<file path="src/rtl/clock_enable_gen.sv">
// Clock-enable strobe generator for the SAP-1 core: free-run, fixed-ratio divide,
// debounced single-step and stop modes, plus a sticky halt captured from the CPU.
module clock_enable_gen #(
  parameter int DIV_RATIO       = 100000000,
  parameter int DEBOUNCE_CYCLES = 1000000
) (
  input  logic       clk,
  input  logic       rst,
  input  logic [1:0] mode,
  input  logic       step_btn,
  input  logic       halt,
  output logic       clk_en,
  output logic       halted
);

  localparam int DIV_W = (DIV_RATIO > 1) ? $clog2(DIV_RATIO) : 1;
  localparam int DEB_W = (DEBOUNCE_CYCLES > 1) ? $clog2(DEBOUNCE_CYCLES) : 1;

  localparam logic [DIV_W-1:0] DIV_LOAD = DIV_W'(DIV_RATIO - 1);
  localparam logic [DIV_W-1:0] DIV_ZERO = {DIV_W{1'b0}};
  localparam logic [DIV_W-1:0] DIV_ONE  = DIV_W'(1);
  localparam logic [DEB_W-1:0] DEB_LAST = DEB_W'(DEBOUNCE_CYCLES - 1);
  localparam logic [DEB_W-1:0] DEB_ZERO = {DEB_W{1'b0}};
  localparam logic [DEB_W-1:0] DEB_ONE  = DEB_W'(1);

  localparam logic [1:0] MODE_RUN  = 2'd0;
  localparam logic [1:0] MODE_DIV  = 2'd1;
  localparam logic [1:0] MODE_STEP = 2'd2;
  localparam logic [1:0] MODE_STOP = 2'd3;

  logic [DIV_W-1:0] div_cnt_r;
  logic [DIV_W-1:0] div_cnt_s;
  logic             div_pulse_s;
  logic [1:0]       mode_prev_r;

  logic             sync1_r;
  logic             sync2_r;
  logic             deb_level_r;
  logic             deb_level_s;
  logic             deb_edge_r;
  logic [DEB_W-1:0] deb_cnt_r;
  logic [DEB_W-1:0] deb_cnt_s;
  logic             step_req_s;

  logic             halted_s;
  logic             clk_en_s;

  // Divider next count; the pulse is requested on the edge the counter lands on zero,
  // and the first mode-1 cycle after any other mode only parks the counter at full period.
  always_comb begin
    div_cnt_s = DIV_LOAD;
    if ((mode != MODE_DIV) || (mode_prev_r != MODE_DIV)) begin
      div_cnt_s = DIV_LOAD;
    end else if (div_cnt_r == DIV_ZERO) begin
      div_cnt_s = DIV_LOAD;
    end else begin
      div_cnt_s = div_cnt_r - DIV_ONE;
    end
    div_pulse_s = (div_cnt_s == DIV_ZERO);
  end

  // Debouncer: a new synchronised level must persist for DEBOUNCE_CYCLES samples.
  always_comb begin
    deb_level_s = deb_level_r;
    deb_cnt_s   = DEB_ZERO;
    if (sync2_r == deb_level_r) begin
      deb_cnt_s = DEB_ZERO;
    end else if (deb_cnt_r == DEB_LAST) begin
      deb_level_s = sync2_r;
      deb_cnt_s   = DEB_ZERO;
    end else begin
      deb_cnt_s = deb_cnt_r + DEB_ONE;
    end
    step_req_s = deb_level_r & ~deb_edge_r;
  end

  // Output selection; halt, current or already captured, masks every mode.
  always_comb begin
    halted_s = halted | halt;
    clk_en_s = 1'b0;
    if (halted_s) begin
      clk_en_s = 1'b0;
    end else begin
      case (mode)
        MODE_RUN:  clk_en_s = 1'b1;
        MODE_DIV:  clk_en_s = div_pulse_s;
        MODE_STEP: clk_en_s = step_req_s;
        MODE_STOP: clk_en_s = 1'b0;
        default:   clk_en_s = 1'b0;
      endcase
    end
  end

  // State and output registers.
  always_ff @(posedge clk) begin
    if (rst) begin
      div_cnt_r   <= DIV_LOAD;
      mode_prev_r <= MODE_RUN;
      sync1_r     <= 1'b0;
      sync2_r     <= 1'b0;
      deb_level_r <= 1'b0;
      deb_edge_r  <= 1'b0;
      deb_cnt_r   <= DEB_ZERO;
      halted      <= 1'b0;
      clk_en      <= 1'b0;
    end else begin
      div_cnt_r   <= div_cnt_s;
      mode_prev_r <= mode;
      sync1_r     <= step_btn;
      sync2_r     <= sync1_r;
      deb_level_r <= deb_level_s;
      deb_edge_r  <= deb_level_r;
      deb_cnt_r   <= deb_cnt_s;
      halted      <= halted_s;
      clk_en      <= clk_en_s;
    end
  end

endmodule

</file>
<file path="config.mk">
export PLATFORM = sky130hd
export DESIGN_NAME = clock_enable_gen
export DESIGN_NICKNAME = d
export VERILOG_FILES = /design/src/rtl/clock_enable_gen.sv
export SDC_FILE = /design/constraint.sdc
export NUM_CORES = 1
export LEC_CHECK = 0
export CELL_PAD_IN_SITES_DETAIL_PLACEMENT = 0
export CELL_PAD_IN_SITES_GLOBAL_PLACEMENT = 2
export CORE_MARGIN = 2
export CORE_UTILIZATION = 34
export DETAILED_ROUTE_END_ITERATION = 10
export PLACE_DENSITY = 0.83
export SYNTH_ARGS = -nofsm -noshare
export SYNTH_HDL_FRONTEND = slang
export SYNTH_SLANG_ARGS = --single-unit
</file>
<file path="constraint.sdc">
create_clock -name clk -period 4.76 [get_ports clk]
set_input_delay 0.714 -clock clk [delete_from_list [all_inputs] [get_ports clk]]
set_output_delay 0.714 -clock clk [all_outputs]
set_load 0.005 [all_outputs]
</file>
==> flow_summary.toml <==
[status]
status = "finished, final reports clean"

[sta]
fin_setup_tns_ns = 0
fin_hold_ws_ns = 0.456
slew_viol_final = 0
skew_ns = 0.0104
grt_setup_unrepaired = "no"
fmax_ghz = 0.351
slew_headroom = 0.444
setup_viol = 0
worst_slew_pin_slew_ns = 0.829
hold_viol = 0
fin_crit_ns = 2.85
fin_crit_sh = 0.599

[global_route]
grt_pass1_vias = 1966
grt_use_total = 0.137
grt_max_degree = 21
grt-ovfl-total = 0
grt_pass1_wl_mm = 9.39
antenna_found_initial = 0

[placed_design]
place_hpwl_mm = 3.76
gp_congestion = 0.736
io_buffers = 7
dpl-instance-area_um2 = 2770

[power]
pwr-share-comb = 0.017
switching_share = 0.207
p_int_w = 0.000629
total_leakage_power_nw = 0.885
p_seq_frac = 0.585
clkPwrFrac = 0.398
p_switching_w = 0.000164
peakVddDrop_mv = 0.144
power.density_nw_per_um2 = 276

[layout]
final-seq-area_um2 = 1100
fill_cells = 791
layout.nets = 317
syn_to_final_growth_pct = 8.70
antenna_cells = 0
fin_area_um2 = 2880
multi_input_area_um2 = 1440
drive_above_1_share = 0.0744

[setup_path]
critPathSlowestCell = "or4_1"
r2r_cells = 8
cp-start-kind = "flop"
timing.rr.start = "div_cnt_r[0]$_SDFF_PP1_"
rr_endpoint = "clk_en$_SDFF_PP0_"
worstSetupEndpointType = "flop"
critical-path-max-stage-delay_ns = 0.52
worstPathRequired_ns = 5.01
critPathMaxFanout = 11
r2r_setup_slack_ns = 1.91
path_class = "reg -> reg"
critPathArrivalTime_ns = 3.10
path_cells = "inv_1 -> ha_1 -> nor4b_2 -> nand4_2 -> o21a_1 -> or4_1 -> nor4_1 -> a31o_1"

[drt]
drt-pass1-iter-count = 4
first_iter_violations = 56
viasPerCell = 4.96
vias = 2039
routed_wl_mm = 5.24
drc = 0
wire_per_inst_um = 12.7
antenna_left = 0

[clock_tree]
h-tree-depth = 2
ctsHoldBuffers = 0
cts_resized = 0
clk_latency_ns = 0.31
clock_sinks = 55
cts_setup_buffers = 0
cts_tree = "yes"
ctsLongestPathBuffers = 2
cts_buffers = 5
cts-root-buf = "clkbuf_8"
clkSlewWorstSetupHoldPaths_ns = 0.10

[min_path]
min_to = "deb_cnt_r[0]$_SDFF_PP0_"
hp-start = "deb_cnt_r[0]$_SDFF_PP0_"
min_path_type = "reg -> reg"
whs_path_depth = 1

[floorplanning]
dieHeight_um = 92.2
die-area_um2 = 8500
ios = 8
core_um2 = 7650
rows = 32
initial_core_util = 0.346
die_w_um = 92.2

[yosys]
async_flop_share = 0
syn_inst = 304
yosysMostFrequentCell = "dfxtp_1"
synthTopCellsByCount = "55 x dfxtp_1, 44 x nor2_1, 32 x nand2_1, 19 x xnor2_1, 18 x xor2_1"
synth_top_area_share = 0.416
synth_area_leaders = "dfxtp_1 42%, xnor2_1 6.3%, nor2_1 6.2%"
synth.distinct_cells = 46
synthFlopType = "dfxtp_1"
yosysWarnings = 0
syn_area_um2 = 2650
yosysSeqAreaShare = 0.416
ys_ff_latch = 55
syn-num-nets = 313
synth_top_area_cell = "dfxtp_1"
avgSynthCellArea_um2 = 8.70
synth_edf_count = 0

[flow_run]
cap_violations = 0
worst max-delay path by stage:
stage / from / endpoint / cells past startpoint
5_1_grt: div_cnt_r[0]$_SDFF_PP1_ / clk_en$_SDFF_PP0_ / 8
3_3_place_gp: rst / clk_en$_SDFF_PP0_ / 7
6_report: div_cnt_r[0]$_SDFF_PP1_ / clk_en$_SDFF_PP0_ / 8
3_5_place_dp: rst / clk_en$_SDFF_PP0_ / 7
4_1_cts: div_cnt_r[0]$_SDFF_PP1_ / clk_en$_SDFF_PP0_ / 8
2_1_floorplan: div_cnt_r[0]$_SDFF_PP1_ / clk_en$_SDFF_PP0_ / 10
metal layers:
metal,vias up,global-route usage,share of wire
met4,0,0.0535,0.012
met5,-,0,0
met1,947,0.194,0.54
met3,6,0.0304,0.030
met2,23,0.202,0.42
li1,1063,-,-
flip-flops by register name, indices dropped and copies added (netlist names):
signal	count
clk_en	1
deb_cnt_r	20
deb_edge_r	1
deb_level_r	1
div_cnt_r	27
halted	1
mode_prev_r	2
sync1_r	1
sync2_r	1
placed cells by master, fill, tap and decap left out, types with 6 or more instances in the layout:
master	count
xnor2_1	19
o21ai_0	6
xor2_1	18
dfxtp_1	55
and3_1	6
nand3_1	15
clkdlybuf4s50_1	7
inv_1	8
nor3_1	15
or3_1	7
nand2_1	32
nor4_1	11
nor2_1	44
power groups by stage:
| stage | logic [W] | clock network [W] | registers [W] |
|---|---|---|---|
| finish | 0.0000136 | 0.000316 | 0.000464 |
| global route | 0.0000152 | 0.000344 | 0.000465 |
| CTS | 0.0000140 | 0.000326 | 0.000464 |
| detailed placement | 0.0000139 | 0 | 0.000475 |
| global placement | 0.0000139 | 0 | 0.000475 |
| floorplan | 0.00000545 | 0 | 0.000474 |
worst max-delay path, delay by kind of cell, from the launching register on:
family                   cells  cell delay (ns)
AO/OA/AOI/OAI                2             0.46
adder cells (fa/ha/maj)      1             0.32
AND/OR/NAND/NOR              4             1.55
buffers and inverters        1             0.10
flip-flops                   1             0.37
final cells by class:
class,count,share of cell area
inverters,8,0.0104
multi-input cells,231,0.499
clock inverters,2,0.0135
flip-flops and latches,55,0.383
well taps,102,0.0444
repair buffers,7,0.0244
clock buffers,6,0.0252
cell families (layout without fill, tap and decap cells):
| logic type | after synthesis | after routing | synth area share |
|---|---|---|---|
| simple gates | 163 | 163 | 0.328 |
| flops | 55 | 55 | 0.416 |
| xor+xnor | 37 | 37 | 0.122 |
| compound gates | 27 | 27 | 0.0742 |
| buf+inv | 18 | 23 | 0.0411 |
| fa+ha+maj | 3 | 3 | 0.0142 |
| mux | 1 | 1 | 0.00378 |
through the flow:
| step | setup slack (ns) | power [W] | utilization | cells |
|---|---|---|---|---|
| 2_1_floorplan | 2.46 | 0.000480 | - | 304 |
| 3_3_place_gp | 1.84 | 0.000489 | 0.362 | 403 |
| 3_5_place_dp | 1.74 | 0.000488 | 0.362 | 403 |
| 4_1_cts | 1.92 | 0.000803 | 0.376 | 411 |
| 5_1_grt | 1.66 | 0.000823 | 0.376 | 411 |
| 6_report | 1.91 | 0.000793 | 0.376 | 411 |
(Power assumes the default switching activity.)
